[src/rtl/seven_segment_scan.sv]
// rtl/seven_segment_scan.sv - four-digit multiplexed seven-segment scanner
//
// Purpose: double-buffers four BCD digits and scans them onto one shared
// segment bus with one-hot digit enables, inter-digit blanking, optional
// leading-zero suppression and a frame-start pulse.
//
// Ports:
//   i_clk          system clock
//   i_reset        synchronous, active-high reset
//   i_digits_in    four BCD digits, [3:0] = digit 0 (rightmost)
//   i_load         single-cycle strobe capturing i_digits_in into the shadow
//   i_lz_blank     1 = blank leading zeros (digit 0 always shown)
//   o_led_out      segments a..g on bits 6..0, active-high
//   o_digit_en     one-hot digit enable, bit i = digit i
//   o_frame_start  one-cycle pulse on cycle 0 of slot 0
module seven_segment_scan #(
  parameter int SCAN_DIV     = 16000,
  parameter int BLANK_CYCLES = 16
) (
  input  logic        i_clk,
  input  logic        i_reset,
  input  logic [15:0] i_digits_in,
  input  logic        i_load,
  input  logic        i_lz_blank,
  output logic [6:0]  o_led_out,
  output logic [3:0]  o_digit_en,
  output logic        o_frame_start
);

  localparam int CW = (SCAN_DIV > 1) ? $clog2(SCAN_DIV) : 1;
  localparam logic [CW-1:0] CNT_LAST  = CW'(SCAN_DIV - 1);
  localparam logic [CW-1:0] CNT_BLANK = CW'(BLANK_CYCLES);

  // r_cnt/r_idx/r_active describe the cycle currently on the outputs.
  // r_run is clear for the one edge after reset so that edge produces
  // cycle 0 of slot 0 instead of advancing past it.
  logic          r_run;
  logic [CW-1:0] r_cnt;
  logic [1:0]    r_idx;
  logic [15:0]   r_shadow;
  logic [15:0]   r_active;
  logic [6:0]    r_led;
  logic [3:0]    r_en;
  logic          r_fs;

  logic          w_slot_end;
  logic          w_frame_end;
  logic [CW-1:0] w_cnt_nxt;
  logic [1:0]    w_idx_nxt;
  logic [15:0]   w_active_nxt;
  logic [3:0]    w_digit;
  logic          w_upper_zero;
  logic          w_suppress;
  logic [6:0]    w_seg;

  assign w_slot_end  = (r_cnt == CNT_LAST);
  assign w_frame_end = r_run && w_slot_end && (r_idx == 2'd3);

  always_comb begin
    w_cnt_nxt = r_cnt;
    w_idx_nxt = r_idx;
    if (r_run) begin
      if (w_slot_end) begin
        w_cnt_nxt = '0;
        w_idx_nxt = r_idx + 2'd1;
      end else begin
        w_cnt_nxt = r_cnt + {{(CW-1){1'b0}}, 1'b1};
      end
    end
  end

  // A load on the frame-boundary edge bypasses the shadow so it is shown
  // in the very next frame.
  assign w_active_nxt = w_frame_end ? (i_load ? i_digits_in : r_shadow) : r_active;

  // Outputs are registered from next-state so they line up with the state
  // of the cycle they are displayed in.
  assign w_digit = 4'(w_active_nxt >> {w_idx_nxt, 2'b00});

  always_comb begin
    w_upper_zero = 1'b0;
    case (w_idx_nxt)
      2'd1:    w_upper_zero = (w_active_nxt[15:4]  == 12'd0);
      2'd2:    w_upper_zero = (w_active_nxt[15:8]  == 8'd0);
      2'd3:    w_upper_zero = (w_active_nxt[15:12] == 4'd0);
      default: w_upper_zero = 1'b0;
    endcase
  end

  assign w_suppress = i_lz_blank && w_upper_zero;

  always_comb begin
    w_seg = 7'b0000000;
    case (w_digit)
      4'd0:    w_seg = 7'b1111110;
      4'd1:    w_seg = 7'b0110000;
      4'd2:    w_seg = 7'b1101101;
      4'd3:    w_seg = 7'b1111001;
      4'd4:    w_seg = 7'b0110011;
      4'd5:    w_seg = 7'b1011011;
      4'd6:    w_seg = 7'b1011111;
      4'd7:    w_seg = 7'b1110000;
      4'd8:    w_seg = 7'b1111111;
      4'd9:    w_seg = 7'b1111011;
      default: w_seg = 7'b0000000;
    endcase
  end

  always_ff @(posedge i_clk) begin
    if (i_reset) begin
      r_run    <= 1'b0;
      r_cnt    <= '0;
      r_idx    <= 2'd0;
      r_shadow <= 16'd0;
      r_active <= 16'd0;
      r_led    <= 7'd0;
      r_en     <= 4'd0;
      r_fs     <= 1'b0;
    end else begin
      r_run    <= 1'b1;
      r_cnt    <= w_cnt_nxt;
      r_idx    <= w_idx_nxt;
      r_active <= w_active_nxt;
      if (i_load) begin
        r_shadow <= i_digits_in;
      end
      r_fs <= (w_cnt_nxt == '0) && (w_idx_nxt == 2'd0);
      if (w_cnt_nxt < CNT_BLANK) begin
        r_en  <= 4'd0;
        r_led <= 7'd0;
      end else begin
        r_en  <= 4'b0001 << w_idx_nxt;
        r_led <= w_suppress ? 7'd0 : w_seg;
      end
    end
  end

  assign o_led_out     = r_led;
  assign o_digit_en    = r_en;
  assign o_frame_start = r_fs;

endmodule

[config.mk]
export PLATFORM = sky130hd
export DESIGN_NAME = seven_segment_scan
export DESIGN_NICKNAME = d
export VERILOG_FILES = /design/src/rtl/seven_segment_scan.sv
export SDC_FILE = /design/constraint.sdc
export NUM_CORES = 1
export LEC_CHECK = 0
export CORE_ASPECT_RATIO = 0.5
export CORE_MARGIN = 3
export CORE_UTILIZATION = 40
export DETAILED_ROUTE_END_ITERATION = 12
export HOLD_SLACK_MARGIN = 0.15
export MAX_ROUTING_LAYER = met4
export SYNTH_ARGS = -nofsm -noshare
export SYNTH_HDL_FRONTEND = slang
export SYNTH_SLANG_ARGS = --single-unit
[constraint.sdc]
create_clock -name i_clk -period 3.55 [get_ports i_clk]
set_input_delay 0.355 -clock i_clk [delete_from_list [all_inputs] [get_ports i_clk]]
set_output_delay 0.355 -clock i_clk [all_outputs]
set_load 0.1 [all_outputs]
==> results of run 1 <==
flip-flops by register name (all words and copies together) (netlist names):
register / cells
o_digit_en: 4
o_frame_start: 1
o_led_out: 7
r_active: 16
r_cnt: 14
r_idx: 2
r_run: 1
r_shadow: 16
area by class of cell:
| class | count | area [um^2] |
|---|---|---|
| well taps | 108 | 135 |
| clock inverters | 2 | 35.0 |
| repair buffers | 41 | 385 |
| inverters | 12 | 45.0 |
| flip-flops and latches | 61 | 1220 |
| clock buffers | 12 | 246 |
| fillers | 732 | 3690 |
| multi-input cells | 291 | 1900 |
per-stage QoR:
stage	std cells	setup slack [ns]	hold slack, ns	total power [W]
finish	527	0.354	0.514	0.00165
global route	527	0.0993	0.541	0.00170
CTS	527	0.282	0.520	0.00167
detailed placement	513	0.232	0.510	0.000824
global placement	513	0.330	0.479	0.000822
floorplan	391	0.772	0.456	0.000782
power groups by stage:
stage               Sequential, W  Combinational [W]  Clock (W)
global placement         0.000723          0.0000991          0
finish                   0.000710           0.000101   0.000836
floorplan                0.000727          0.0000546          0
detailed placement       0.000723           0.000100          0
CTS                      0.000709           0.000101   0.000855
global route             0.000710           0.000110   0.000884
worst max path at each step:
stage,endpoint,slack [ns],cells after the start
2_1_floorplan,o_led_out[2]$_SDFF_PP0_,0.77,14
3_3_place_gp,o_led_out[2]$_SDFF_PP0_,0.33,12
3_5_place_dp,o_led_out[2]$_SDFF_PP0_,0.23,12
4_1_cts,o_led_out[2]$_SDFF_PP0_,0.28,11
5_1_grt,o_led_out[2]$_SDFF_PP0_,0.1,11
6_report,o_led_out[2]$_SDFF_PP0_,0.35,11
synth_stat cells (2+ instances only):
master	count
sky130_fd_sc_hd__a21oi_1	25
sky130_fd_sc_hd__a31oi_1	3
sky130_fd_sc_hd__and3_1	4
sky130_fd_sc_hd__and4_1	4
sky130_fd_sc_hd__buf_1	3
sky130_fd_sc_hd__buf_2	11
sky130_fd_sc_hd__buf_6	2
sky130_fd_sc_hd__clkbuf_1	10
sky130_fd_sc_hd__dfxtp_1	61
sky130_fd_sc_hd__ha_1	8
sky130_fd_sc_hd__inv_1	11
sky130_fd_sc_hd__mux2_2	2
sky130_fd_sc_hd__mux2i_1	36
sky130_fd_sc_hd__mux4_2	5
sky130_fd_sc_hd__nand2_1	23
sky130_fd_sc_hd__nand2b_1	2
sky130_fd_sc_hd__nand3_1	14
sky130_fd_sc_hd__nand4_1	5
sky130_fd_sc_hd__nor2_1	80
sky130_fd_sc_hd__nor2b_1	2
sky130_fd_sc_hd__nor3_1	7
sky130_fd_sc_hd__nor3b_1	2
sky130_fd_sc_hd__nor3b_2	2
sky130_fd_sc_hd__nor4_1	11
sky130_fd_sc_hd__o2111ai_1	2
sky130_fd_sc_hd__o211ai_1	2
sky130_fd_sc_hd__o21ai_0	6
sky130_fd_sc_hd__o21ai_1	3
sky130_fd_sc_hd__o22ai_1	3
sky130_fd_sc_hd__o31ai_1	2
sky130_fd_sc_hd__or4_1	3
sky130_fd_sc_hd__xnor2_1	8
sky130_fd_sc_hd__xor2_1	7
cells by family (layout without fill, tap and decap cells):
| group | count (synthesis) | in the layout | share of synthesized area [%] |
|---|---|---|---|
| adder cells (fa/ha/maj) | 8 | 8 | 3.03 |
| buffers and inverters | 39 | 67 | 5.64 |
| multiplexers | 44 | 44 | 15.3 |
| XOR/XNOR | 15 | 15 | 3.98 |
| AO/OA/AOI/OAI | 57 | 57 | 10.6 |
| AND/OR/NAND/NOR | 167 | 167 | 24.4 |
| flip-flops | 61 | 61 | 37.0 |
critical path: stages (launching register included):
cell and delay, ns:
sky130_fd_sc_hd__dfxtp_1 0.39, sky130_fd_sc_hd__ha_1 0.29, sky130_fd_sc_hd__nor3b_1 0.34, sky130_fd_sc_hd__and4_2 0.46, sky130_fd_sc_hd__mux2i_1 0.27, sky130_fd_sc_hd__a221oi_1 0.11
sky130_fd_sc_hd__a21oi_1 0.37, sky130_fd_sc_hd__inv_1 0.19, sky130_fd_sc_hd__ha_1 0.27, sky130_fd_sc_hd__nor3_1 0.20, sky130_fd_sc_hd__a2111o_1 0.14, sky130_fd_sc_hd__a21oi_2 0.05
per-layer routing:
metal	global-route usage (%)	wire length, um	up-vias
met3	5.76	413	11
met4	4.74	62	0
met1	24.5	4050	1373
met2	25.0	3390	84
li1	-	-	1425
met5	-	0	-
==> results.json, run 1 <==
{
  "min_to": "r_active[2]$_SDFF_PP0_",
  "fin_area_um2": 3970,
  "path_max_fanout": 10,
  "clockRootBuffer": "sky130_fd_sc_hd__clkbuf_16",
  "worst-endpoint-arrival_ns": 3.41,
  "gp_congestion": 0.921,
  "hold_violations": 0,
  "worstRegToRegCells": 11,
  "ir_worst_vdd_v": 0.000223,
  "antenna_violations_before_repair": 0,
  "post-synth-top-area-cell": "sky130_fd_sc_hd__dfxtp_1",
  "seq_power_share_pct": 43.1,
  "fin_nets": 444,
  "final_layout_size_suffix_gt1_share_pct": 8.83,
  "drt_drc_violations_left": 0,
  "worst_slew_pin_slew_ns": 0.973,
  "rr_endpoint": "o_led_out[2]$_SDFF_PP0_",
  "cts.path.max_buffers": 2,
  "crit_path_from": "r_cnt[0]$_SDFF_PP0_",
  "synth_area_leaders": "sky130_fd_sc_hd__dfxtp_1, sky130_fd_sc_hd__mux2i_1, sky130_fd_sc_hd__nor2_1",
  "timing.critical_path.to_type": "register",
  "grt_start_max_net_pins": 33,
  "fraction_of_synthesis_flops_using_an_asynchronous_set_or_reset_pin_pct": 0,
  "clk_latency_ns": 0.33,
  "worst_path_clk_slew_ns": 0.05,
  "cts_num_sinks": 61,
  "sw_frac_of_total_pct": 21.0,
  "gr-usage-all-layers_pct": 17.8,
  "finalSetupTns_ns": 0,
  "reg2reg_setup_slack_ns": 0.35,
  "headroom_to_the_max_slew_limit_pct": 34.9,
  "io-pin-count": 32,
  "total_number_of_h_tree_levels": 3,
  "synth.avg_cell_area_um2": 8.45,
  "final_max_slew_viol_count": 0,
  "synth.net_count": 419,
  "fp.dieArea_um2": 9450,
  "core_area_um2": 7650,
  "post-dp-hpwl_um": 5750,
  "cts_buffers": 9,
  "detail_route.first_pass.iterations": 5,
  "synth-edff-count": 0,
  "synthFlopType": "sky130_fd_sc_hd__dfxtp_1",
  "layout_worst_path_cycle_share_pct": 90.0,
  "worst_clock_skew_ns": 0.00565,
  "place.port_buffers": 31,
  "r2r-start": "r_cnt[0]$_SDFF_PP0_",
  "cellLeakagePower_nw": 1.47,
  "areaGrowthSynthToFinish_pct": 20.0,
  "layout.cells.most_common_list": "sky130_fd_sc_hd__nor2_1, sky130_fd_sc_hd__dfxtp_1, sky130_fd_sc_hd__mux2i_1",
  "avgRoutedWirePerCell_um": 15.0,
  "final_core_util_pct": 51.8,
  "run_status": "complete, no violations",
  "dpl_cell_area_um2": 3680,
  "clock_tree_from_tritoncts": "built",
  "post-cts-setup-buffer-count": 0,
  "layout_commonest_cell": "sky130_fd_sc_hd__nor2_1",
  "die_width_um": 135,
  "ys_seq_elements": 61,
  "num_antenna_cells": 0,
  "max_cap_violations": 0,
  "dr.first_iter.drc_count": 302,
  "timing_worst_setup_path_type": "register to register",
  "power.net_switching_w": 0.000346,
  "yosys.cell_types.count": 55,
  "post_cts.resized_instances": 0,
  "rsz0062_at_grt": "no",
  "worstHoldStart": "r_active[2]$_SDFF_PP0_",
  "yosysWarnings": 0,
  "hp-class": "register to register",
  "floorplan.initialDensity_pct": 43.2,
  "grt_pass1_wl_um": 13100,
  "fp.dieH_um": 70.3,
  "critical_path_required_ns": 3.76,
  "cellPowerDensity_nw_per_um2": 415,
  "post_drt_via_cell_ratio": 5.49,
  "final_period_minus_worst_setup_slack_ns": 3.20,
  "first_global_vias": 2664,
  "mappedNetlistArea_um2": 3300,
  "netlist.area_leader.share_pct": 37.0,
  "routed_via_count": 2893,
  "share_clk_of_total_power_pct": 50.8,
  "drt.antenna.violating_nets": 0,
  "gr-total-overflow": 0,
  "hold_path_depth": 2,
  "timing.fmax_ghz": 0.313,
  "worst_setup_path_start_kind": "register",
  "cts_hold_repair.buffers": 0,
  "cell_internal_pwr_w": 0.00130,
  "seq_area_frac_synth_pct": 37.0,
  "routed_wirelength_um": 7920,
  "postSynthCellCount": 391,
  "fp-row-count": 22,
  "timing.final.setup_violations": 0,
  "power.share.combinational_pct": 6.1
}
(Power assumes the default switching activity.)
==> run 2, diff against run 1 <==
--- a/config.mk
+++ b/config.mk
@@ -6,9 +6,10 @@
 export NUM_CORES = 1
 export LEC_CHECK = 0
 export CORE_ASPECT_RATIO = 0.5
-export CORE_MARGIN = 3
+export CORE_MARGIN = 4
 export CORE_UTILIZATION = 40
 export DETAILED_ROUTE_END_ITERATION = 12
+export GPL_ROUTABILITY_DRIVEN = 0
 export HOLD_SLACK_MARGIN = 0.15
 export MAX_ROUTING_LAYER = met4
 export SYNTH_ARGS = -nofsm -noshare
==> constraint.sdc (replaced) <==
create_clock -name i_clk -period 3.25 [get_ports i_clk]
set_input_delay 0.325 -clock i_clk [delete_from_list [all_inputs] [get_ports i_clk]]
set_output_delay 0.325 -clock i_clk [all_outputs]
set_load 0.1 [all_outputs]
==> results.json, run 2 (synthesis results as in run 1) <==
{
  "run_status": "complete, no violations",
  "post_drt_via_cell_ratio": 5.36,
  "seq_power_share_pct": 41.4,
  "grt.met2_usage_pct": 26.9,
  "globalRouteMet1Util_pct": 23.7,
  "cellPowerDensity_nw_per_um2": 461,
  "final_max_slew_viol_count": 0,
  "total_number_of_h_tree_levels": 3,
  "top_regs": "r_active (16), r_shadow (16), r_cnt (14)",
  "worst_path_clk_slew_ns": 0.05,
  "timing.final.setup_violations": 0,
  "max_cap_violations": 0,
  "clock_tree_from_tritoncts": "built",
  "layout_commonest_cell": "sky130_fd_sc_hd__nor2_1",
  "cts.path.max_buffers": 2,
  "fp-row-count": 23,
  "timing.critical_path.to_type": "register",
  "top_usage_layer": "met2",
  "detail_route.first_pass.iterations": 4,
  "globalRouteMet3Util_pct": 5.54,
  "cell_internal_pwr_w": 0.00147,
  "whs_ns": 0.513,
  "gr-total-overflow": 0,
  "post_cts.resized_instances": 0,
  "core_area_um2": 8030,
  "cts_hold_repair.buffers": 0,
  "fill_cells": 766,
  "io-pin-count": 32,
  "cts_buffers": 9,
  "power.share.combinational_pct": 6.3,
  "hold_path_depth": 2,
  "power.net_switching_w": 0.000398,
  "reg2reg_setup_slack_ns": 0.28,
  "grt_start_max_net_pins": 35,
  "fin_nets": 449,
  "critical_path_required_ns": 3.51,
  "gr-usage-all-layers_pct": 18.4,
  "final_layout_size_suffix_gt1_share_pct": 10.8,
  "final_period_minus_worst_setup_slack_ns": 2.97,
  "areaGrowthSynthToFinish_pct": 22.7,
  "num_antenna_cells": 0,
  "ir_worst_vdd_v": 0.000293,
  "rr_endpoint": "o_led_out[2]$_SDFF_PP0_",
  "r2r-start": "r_cnt[0]$_SDFF_PP0_",
  "fp.dieH_um": 72.3,
  "floorplan.initialDensity_pct": 41.2,
  "worstRegToRegCells": 12,
  "dr.first_iter.drc_count": 191,
  "worstHoldStart": "r_active[0]$_SDFF_PP0_",
  "rsz0062_at_grt": "no",
  "timing_worst_setup_path_type": "register to register",
  "sw_frac_of_total_pct": 21.3,
  "clk_latency_ns": 0.33,
  "place.port_buffers": 31,
  "share_clk_of_total_power_pct": 52.3,
  "worst_slew_pin_slew_ns": 0.997,
  "fp.dieArea_um2": 9870,
  "routed_wirelength_um": 8220,
  "post-dp-hpwl_um": 5940,
  "layout_worst_path_cycle_share_pct": 91.3,
  "drt_drc_violations_left": 0,
  "worst_clock_skew_ns": 0.00590,
  "die_width_um": 137,
  "finalSetupTns_ns": 0,
  "layout.cells.most_common_list": "sky130_fd_sc_hd__nor2_1, sky130_fd_sc_hd__dfxtp_1, sky130_fd_sc_hd__mux2i_1",
  "drt.antenna.violating_nets": 0,
  "cellLeakagePower_nw": 1.52,
  "worst-endpoint-arrival_ns": 3.22,
  "routed_via_count": 2886,
  "min_to": "r_active[0]$_SDFF_PP0_",
  "antenna_violations_before_repair": 0,
  "first_global_vias": 2750,
  "clockRootBuffer": "sky130_fd_sc_hd__clkbuf_16",
  "headroom_to_the_max_slew_limit_pct": 33.3,
  "post-cts-setup-buffer-count": 0,
  "avgRoutedWirePerCell_um": 15.3,
  "worst_setup_path_start_kind": "register",
  "path_max_fanout": 22,
  "timing.fmax_ghz": 0.337,
  "hp-class": "register to register",
  "hold_violations": 0,
  "cts_num_sinks": 61,
  "grt_pass1_wl_um": 13700
}
[run 2: worst max-delay path by stage]
| stage | start | to | slack (ns) | cells past startpoint |
|---|---|---|---|---|
| 2_1_floorplan | r_cnt[0]$_SDFF_PP0_ | o_led_out[2]$_SDFF_PP0_ | 0.47 | 14 |
| 3_3_place_gp | i_load | o_led_out[2]$_SDFF_PP0_ | 0.14 | 9 |
| 3_5_place_dp | i_load | o_led_out[2]$_SDFF_PP0_ | 0.05 | 11 |
| 4_1_cts | r_cnt[0]$_SDFF_PP0_ | o_led_out[2]$_SDFF_PP0_ | 0.20 | 12 |
| 5_1_grt | r_cnt[0]$_SDFF_PP0_ | o_led_out[2]$_SDFF_PP0_ | 0.08 | 12 |
| 6_report | r_cnt[0]$_SDFF_PP0_ | o_led_out[2]$_SDFF_PP0_ | 0.28 | 12 |
[run 2: metal layers]
metal  vias to the layer above  share of wire (%)  wire length, um
li1                       1444                  -                -
met1                      1364                 49             4030
met2                        67                 45             3670
met3                        11                4.7              384
met4                         0                1.7              142
met5                         -                  0                0
[run 2: power groups by stage]
stage / clock network [W] / logic, W / registers (W)
2_1_floorplan: 0 / 0.0000596 / 0.000794
4_1_cts: 0.00101 / 0.000117 / 0.000773
3_5_place_dp: 0 / 0.000116 / 0.000789
3_3_place_gp: 0 / 0.000115 / 0.000788
5_1_grt: 0.00104 / 0.000128 / 0.000775
6_report: 0.000978 / 0.000117 / 0.000774
[run 2: area by class of cell]
type,count,area (um^2),share of cell area (%)
Multi-Input combinational cell,291,1900,46.9
Sequential cell,61,1220,30.1
Clock buffer,12,267,6.57
Timing Repair Buffer,46,435,10.7
Clock inverter,4,45.0,1.11
Inverter,12,45.0,1.11
Tap cell,112,140,3.46
[run 2: worst max-delay path, stage by stage (launching register included)]
cell	delay, ns
sky130_fd_sc_hd__dfxtp_1	0.39
sky130_fd_sc_hd__ha_1	0.18
sky130_fd_sc_hd__nor3b_1	0.31
sky130_fd_sc_hd__and4_1	0.30
sky130_fd_sc_hd__buf_12	0.18
sky130_fd_sc_hd__mux2i_1	0.12
sky130_fd_sc_hd__a221oi_1	0.36
sky130_fd_sc_hd__a21oi_2	0.11
sky130_fd_sc_hd__inv_1	0.14
sky130_fd_sc_hd__ha_1	0.22
sky130_fd_sc_hd__nor3_1	0.07
sky130_fd_sc_hd__a2111o_1	0.35
sky130_fd_sc_hd__a21oi_2	0.14
[run 2: stage by stage]
step / power [W] / instances / worst slack [ns] / instance area (um^2) / util, %
floorplan: 0.000854 / 391 / 0.472 / 3300 / -
global placement: 0.000903 / 522 / 0.139 / 3740 / 46.6
detailed placement: 0.000905 / 522 / 0.0469 / 3740 / 46.6
CTS: 0.00190 / 538 / 0.200 / 4050 / 50.4
global route: 0.00194 / 538 / 0.0804 / 4050 / 50.5
finish: 0.00187 / 538 / 0.284 / 4050 / 50.5
